## config.mk

```make
export PLATFORM = sky130hd
export DESIGN_NAME = recovery_csr_restore
export DESIGN_NICKNAME = d
export VERILOG_FILES = /design/src/rtl/recovery_csr_restore.sv
export SDC_FILE = /design/constraint.sdc
export NUM_CORES = 1
export LEC_CHECK = 0
export ABC_AREA = 1
export CAP_MARGIN = 20
export CORE_MARGIN = 1
export CORE_UTILIZATION = 46
export CTS_CLUSTER_SIZE = 10
export DETAILED_ROUTE_END_ITERATION = 10
export MAX_ROUTING_LAYER = met4
export PLACE_DENSITY = 0.88
export SETUP_SLACK_MARGIN = 0.05
export SYNTH_ARGS = -nofsm -noshare
export SYNTH_HDL_FRONTEND = slang
export SYNTH_SLANG_ARGS = --single-unit
```

## constraint.sdc

```tcl
create_clock -name clk_i -period 2.8 [get_ports clk_i]
set_clock_uncertainty 0.1 [all_clocks]
set_input_delay 0.56 -clock clk_i [delete_from_list [all_inputs] [get_ports clk_i]]
set_output_delay 0.56 -clock clk_i [all_outputs]
set_load 0.05 [all_outputs]
```

## src/rtl/recovery_csr_restore.sv

```systemverilog
// recovery_csr_restore: replays seven backed-up machine CSRs into the core after a recovery event.
// Define RECOVERY_CSR_READBACK_EN to read every CSR back after its write and flag mismatches on error_o.

package recovery_csr_restore_pkg;
  typedef struct packed {
    logic [6:0]  csr_mstatus;
    logic [31:0] csr_mie;
    logic [23:0] csr_mtvec;
    logic [31:0] csr_mscratch;
    logic [31:0] csr_mip;
    logic [31:0] csr_mepc;
    logic [5:0]  csr_mcause;
  } csr_intf_t;
endpackage

module recovery_csr_restore #(
  parameter int  DataWidth     = 32,
  parameter int  TimeoutCycles = 64,
  parameter type csr_intf_t    = recovery_csr_restore_pkg::csr_intf_t
) (
  input  logic                 clk_i,
  input  logic                 rst_i,
  input  logic                 start_i,
  output logic                 csr_read_enable_o,
  input  csr_intf_t            recovery_csr_i,
  output logic                 csr_we_o,
  output logic [11:0]          csr_addr_o,
  output logic [DataWidth-1:0] csr_wdata_o,
  input  logic                 csr_gnt_i,
  output logic                 csr_re_o,
  input  logic [DataWidth-1:0] csr_rdata_i,
  input  logic                 csr_rvalid_i,
  output logic                 busy_o,
  output logic                 done_o,
  output logic                 error_o
);

  // state | meaning
  // IDLE  | waiting for start_i
  // LATCH | backup storage read, snapshot captured, error cleared
  // WRITE | CSR write held until granted
  // READ  | readback of the CSR just written (readback build only)
  // DONE  | one-cycle done pulse
  typedef enum logic [2:0] {
    S_IDLE  = 3'd0,
    S_LATCH = 3'd1,
    S_WRITE = 3'd2,
`ifdef RECOVERY_CSR_READBACK_EN
    S_READ  = 3'd3,
`endif
    S_DONE  = 3'd4
  } state_t;

  localparam int TmoW = $clog2(TimeoutCycles + 1);

  state_t               r_state;
  state_t               w_next;
  csr_intf_t            r_csr;
  logic [2:0]           r_idx;
  logic [TmoW-1:0]      r_tmo;
  logic                 r_error;
  logic                 w_tmo_hit;
  logic [11:0]          w_addr;
  logic [DataWidth-1:0] w_exp;

  assign w_tmo_hit = (r_tmo == TmoW'(TimeoutCycles - 1));
  assign error_o   = r_error;

`ifndef RECOVERY_CSR_READBACK_EN
  logic w_unused_rb;
  assign w_unused_rb = ^{csr_rdata_i, csr_rvalid_i};
`endif

  always_comb begin
    w_addr = '0;
    w_exp  = '0;
    case (r_idx)
      3'd0: begin w_addr = 12'h300; w_exp = DataWidth'(r_csr.csr_mstatus);  end
      3'd1: begin w_addr = 12'h304; w_exp = DataWidth'(r_csr.csr_mie);      end
      3'd2: begin w_addr = 12'h305; w_exp = DataWidth'(r_csr.csr_mtvec);    end
      3'd3: begin w_addr = 12'h340; w_exp = DataWidth'(r_csr.csr_mscratch); end
      3'd4: begin w_addr = 12'h344; w_exp = DataWidth'(r_csr.csr_mip);      end
      3'd5: begin w_addr = 12'h341; w_exp = DataWidth'(r_csr.csr_mepc);     end
      3'd6: begin w_addr = 12'h342; w_exp = DataWidth'(r_csr.csr_mcause);   end
      default: ;
    endcase
  end

  always_comb begin
    w_next            = r_state;
    csr_read_enable_o = 1'b0;
    csr_we_o          = 1'b0;
    csr_re_o          = 1'b0;
    csr_addr_o        = '0;
    csr_wdata_o       = '0;
    busy_o            = 1'b1;
    done_o            = 1'b0;
    case (r_state)
      S_IDLE: begin
        busy_o = 1'b0;
        if (start_i) w_next = S_LATCH;
      end
      S_LATCH: begin
        csr_read_enable_o = 1'b1;
        w_next            = S_WRITE;
      end
      S_WRITE: begin
        csr_we_o    = 1'b1;
        csr_addr_o  = w_addr;
        csr_wdata_o = w_exp;
        if (csr_gnt_i) begin
`ifdef RECOVERY_CSR_READBACK_EN
          w_next = S_READ;
`else
          w_next = (r_idx == 3'd6) ? S_DONE : S_WRITE;
`endif
        end else if (w_tmo_hit) begin
          w_next = S_DONE;
        end
      end
`ifdef RECOVERY_CSR_READBACK_EN
      S_READ: begin
        csr_re_o   = 1'b1;
        csr_addr_o = w_addr;
        if (csr_rvalid_i) w_next = (r_idx == 3'd6) ? S_DONE : S_WRITE;
        else if (w_tmo_hit) w_next = S_DONE;
      end
`endif
      S_DONE: begin
        done_o = 1'b1;
        w_next = S_IDLE;
      end
      default: w_next = S_IDLE;
    endcase
  end

  always_ff @(posedge clk_i) begin
    if (rst_i) begin
      r_state <= S_IDLE;
      r_csr   <= '0;
      r_idx   <= '0;
      r_tmo   <= '0;
      r_error <= 1'b0;
    end else begin
      r_state <= w_next;
      case (r_state)
        S_IDLE: if (start_i) r_error <= 1'b0;
        S_LATCH: begin
          r_csr <= recovery_csr_i;
          r_idx <= '0;
          r_tmo <= '0;
        end
        S_WRITE: begin
          if (csr_gnt_i) begin
            r_tmo <= '0;
`ifndef RECOVERY_CSR_READBACK_EN
            r_idx <= r_idx + 3'd1;
`endif
          end else if (w_tmo_hit) begin
            r_error <= 1'b1;
          end else begin
            r_tmo <= r_tmo + 1'b1;
          end
        end
`ifdef RECOVERY_CSR_READBACK_EN
        S_READ: begin
          if (csr_rvalid_i) begin
            r_tmo <= '0;
            r_idx <= r_idx + 3'd1;
            if (csr_rdata_i != w_exp) r_error <= 1'b1;
          end else if (w_tmo_hit) begin
            r_error <= 1'b1;
          end else begin
            r_tmo <= r_tmo + 1'b1;
          end
        end
`endif
        default: r_tmo <= '0;
      endcase
    end
  end

endmodule

```

# [Word level (Yosys, flattened, before mapping)]
# Cells that the tools add are included.
# W data, S select, Z words.
[op_classes] add_sub_neg=2 reduce_logical=8 eq_ne=16 mux=22 n_bitwise=1
[op_table] op="$pmux W32 S7" n=1
[op_table] op="$pmux W10 S7" n=1
[op_table] op="$mux W32" n=1
[op_table] op="$mux W3" n=5
[op_table] op="$mux W7" n=2
[op_table] op="$pmux W7 S2" n=1
[op_table] op="$eq A3 B3 Y1 const B" n=4
[op_table] op="$mux W12" n=1
[op_table] op="$eq A3 B2 Y1 const B" n=3
[op_table] op="$pmux W3 S3" n=1
[op_table] op="$ne A2 B2 Y1 const B" n=4
[op_table] op="$add A7 B1 Y7 const B" n=1
[op_table] op="$eq A7 B6 Y1 const B" n=1
[op_table] op="$mux W1" n=7
[op_table] op="$eq A3 B1 Y1 const B" n=2
[op_table] op="$logic_not A3 Y1" n=2
[op_table] op="$ne A3 B3 Y1 const B" n=2
[op_table] op="$pmux W3 S2" n=1
[op_table] op="$reduce_and A2 Y1" n=3
[op_table] op="$reduce_and A4 Y1" n=1
[op_table] op="$reduce_bool A2 Y1" n=2
[op_table] op="$add A3 B1 Y3 const B" n=1
[op_table] op="$pmux W1 S2" n=1
[op_table] op="$not A1 Y1" n=1
[word_totals] output_inout_bits=50 reg_bits=179 wordCells=60 inputBits=202

# [Logic depth before layout (Yosys ltp)]
[depth] depth_word=4 ltp_mapped=9 depth_no_buf=8

# [Least setup slack after synthesis]
# OpenSTA, ideal clock, no wires.
[synth_timing] kind="flip-flop to output port" from="register r_idx[0]" to="output csr_addr_o[9]" required_ps=2140 slack_ps=-274 t_arrival_ps=2414 path_buffers=3 stages_incl_launch_ff=8 path_cell_list="dfxtp_1 ha_1 ha_1 buf_2 buf_1 nor3_1 a41oi_1 buf_4"
[synth_via] elab_chain_len=3 word_cells_on_any_way=9 classes_between="eq/ne: 6; mux: 2; reduce/logical: 1"
[synth_lines] element="from (decl)" line="59" rtl="logic [2:0] r_idx;"
[synth_lines] element="from (signal assigned)" line="157" rtl="r_idx <= r_idx + 3'd1;"
[synth_lines] element="$eq A3 B3 Y1 (tied with other cells)" line="77" rtl="case (r_idx)"
[synth_lines] element="$pmux W10 S7 *" line="77"
[synth_lines] element="$mux W12 *" line="98" rtl="case (r_state)"
[synth_lines] element="to (decl)" line="27" rtl="output logic [11:0] csr_addr_o,"
# Every way passes the cells marked *; elsewhere a longest branch is shown, timed or not.

# [Final worst setup path]
[layout_timing] from="register r_idx[1]" to="output csr_wdata_o[5]"
[layout_via] elab_chain_len=3 word_cells_on_any_way=9 classes_between="eq/ne: 6; mux: 2; reduce/logical: 1"
[layout_lines] element="$eq A3 B3 Y1 (tied with other cells)" line="77"
[layout_lines] element="$pmux W32 S7 *" line="77"
[layout_lines] element="$mux W32 *" line="98"
[layout_lines] element="to (decl)" line="28" rtl="output logic [DataWidth-1:0] csr_wdata_o,"
# Marks and branches as above.

==> flow_metrics.tcl <==
set metrics [dict create \
    regArea_sq_um 3590 \
    reg2regPathDepth 5 \
    synth_top_flop_cell "dfxtp_1" \
    globalRouteOverflowTotal 0 \
    crit_fanout 14 \
    finalSetupTns_ns 0 \
    status "finished clean" \
    hpwl_um 15800 \
    place_area_sq_um 10300 \
    fmax_ghz 0.364 \
    min_period_ns 2.75 \
    multi_input_comb_area_sq_um 3580 \
    r2r_slack_ns 0.95 \
    area_growth_pct 46.4 \
    ios 252 \
    yosys_warnings 0 \
    place_congestion 0.883 \
    final_util 0.687 \
    yosys-top-cells-count "nor2_1 (188), dfxtp_1 (179), a21oi_1 (130), inv_1 (118), o21ai_0 (107)" \
    clockBufferDepth 2 \
    seq_area_frac_synth 0.464 \
    via_count 7994 \
    synth.area.top_cells "dfxtp_1 (46%), nor2_1 (9.1%), a21oi_1 (8.4%)" \
    start_util 0.469 \
    fin_hold_ws_ns 0.350 \
    drtAntennaViolNets 0 \
    cts-root-buf "clkbuf_16" \
    crit_type "reg2out" \
    drt_iter0_markers 743 \
    n_fill_cell 1241 \
    rsz0062_at_grt "true" \
    hold_viol 0 \
    drc_errors 0 \
    die_area_sq_um 17300 \
    synth_seq_cells 179 \
    drive_gt1_frac 0.132 \
    end_kind "output port" \
    p_per_area_nw_per_um2 530 \
    grt_usage 0.282 \
    num_rows 47 \
    slew_viol_final 0 \
    async_reset_ff_frac 0 \
    period_share 0.982 \
    finalPower_uw 5990 \
    clk_latency_ns 0.43 \
    num_antenna_cells 0 \
    die_x_um 132 \
    synth_largest_area_cell "dfxtp_1" \
    synth_top_area_share 0.464 \
    cap_violations 0 \
    dr.pass1.iters 5 \
    avgSynthCellArea_sq_um 7.26 \
    peakVddDrop_uv 470 \
    crit_required_ns 2.14 \
    antenna_found_initial 0 \
    chipHeight_um 132 \
    cts_tree "built" \
    yosysMostFrequentCell "nor2_1" \
    detail_route.wl_per_cell_um 16.7 \
    leakage_uw 0.00426 \
    crit_path_start "r_idx[1]$_SDFFE_PP0P_" \
    finalSetupViolCount 0 \
    grt_pass1_vias 7497 \
    core_sq_um 16500 \
    worstSetupEndpoint "csr_wdata_o[5]" \
    timing.rr.start "r_state[1]$_SDFFE_PP0P_" \
    nets 1459 \
    cp.arrival_ns 2.09 \
    io_buffers 211 \
    synth_cells 1065 \
    synth_edf_count 0 \
    htreeDepth 4 \
    worstReg2RegEnd "r_csr[129]$_SDFFE_PP0P_" \
    syn_area_sq_um 7730 \
    start_kind "flip-flop" \
    cts_sinks 179 \
    hold_class "reg2reg" \
    cts.clk_slew.worst_paths_ns 0.06 \
    numCtsBuffers 17 \
    final_area_sq_um 11300 \
    wl_um 24700 \
    cts-hold-fix-buffers 0 \
    grt_pass1_wl_um 37300 \
    grt_max_degree 109 \
    synth.distinct_cells 30 \
    via_per_inst 5.40 \
]
[worst max-delay path: stages, from the launching register on]
cell and delay (ns):
dfxtp_4 0.39, ha_4 0.15, ha_4 0.15, clkinvlp_4 0.10, buf_12 0.16, o22ai_1 0.22
nor2_1 0.10, a21oi_2 0.21, buf_12 0.16
[stage by stage]
stage / instances / setup WS [ns]
after floorplan: 1071 / 0.107
final: 1480 / 0.0506
after detailed placement: 1442 / 0.240
after global routing: 1480 / -0.0142
after CTS: 1474 / 0.0176
after global placement: 1442 / 0.297
[worst min path at each step]
stage,startpoint,endpoint,slack (ns),depth (start not counted)
floorplan,r_csr[108]$_SDFFE_PP0P_,r_csr[108]$_SDFFE_PP0P_,0.32,2
global placement,r_csr[145]$_SDFFE_PP0P_,r_csr[145]$_SDFFE_PP0P_,0.33,2
detailed placement,r_csr[44]$_SDFFE_PP0P_,r_csr[44]$_SDFFE_PP0P_,0.34,2
CTS,r_csr[114]$_SDFFE_PP0P_,r_csr[114]$_SDFFE_PP0P_,0.35,2
global route,r_csr[121]$_SDFFE_PP0P_,r_csr[121]$_SDFFE_PP0P_,0.37,2
finish,r_csr[120]$_SDFFE_PP0P_,r_csr[120]$_SDFFE_PP0P_,0.35,2
[cells by family after synthesis]
group / count (synthesis) / synth area share
buffers and inverters: 204 / 0.116
AOI/OAI and AO/OA: 378 / 0.256
DFF: 179 / 0.464
and+or+nand+nor: 297 / 0.154
adders and majority gates: 6 / 0.00971
other: 1 / 0.000485
[report_power, final]
| part | internal [uW] | switching (uW) |
|---|---|---|
| Sequential | 2760 | 87.9 |
| Clock | 1270 | 935 |
| Combinational | 417 | 528 |
[registers in the layout, summed over array words and instances (netlist names)]
name / count
error_o: 1
r_csr: 165
r_idx: 3
r_state: 3
r_tmo: 7
[cell type report]
type,instances,area share
clock buffers,22,0.0419
clock inverters,6,0.00509
inverters,125,0.0439
multi-input cells,688,0.316
flip-flops and latches,179,0.318
well taps,220,0.0243
repair buffers,240,0.251
[what timing repair did]
action,CTS,global route
buffers inserted,4,4
hold endpoints to repair,0,0
pin swaps,10,17
cloned,0,2
resized for setup,54,56
endpoints found under the setup margin,36,34
[layer usage]
| layer | GRT usage | wire length [um] | share of wire | vias up |
|---|---|---|---|---|
| met5 | - | 0 | 0 | - |
| met4 | 0.121 | 864 | 0.035 | 0 |
| met3 | 0.0621 | 1930 | 0.078 | 64 |
| met2 | 0.468 | 12000 | 0.49 | 407 |
| met1 | 0.328 | 9860 | 0.40 | 3666 |
| li1 | - | - | - | 3857 |
[layout by cell type, fill, tap and decap left out, drive strengths merged]
master and instances:
clkinvlp 2, inv 122, a31oi 1, a211oi 15
nor2 189, clkdlybuf4s50 171, dfxtp 179, o21ai 200
o22ai 30, clkbuf 26, buf 65, a221oi 1
a41oi 1, a21oi 130, clkinv 6, nand4 5
bufinv 1, nor3 5, or2 2, nand2 83
ha 6, conb 7, nand3 13
Note: power is estimated with default switching activity, not from simulation.
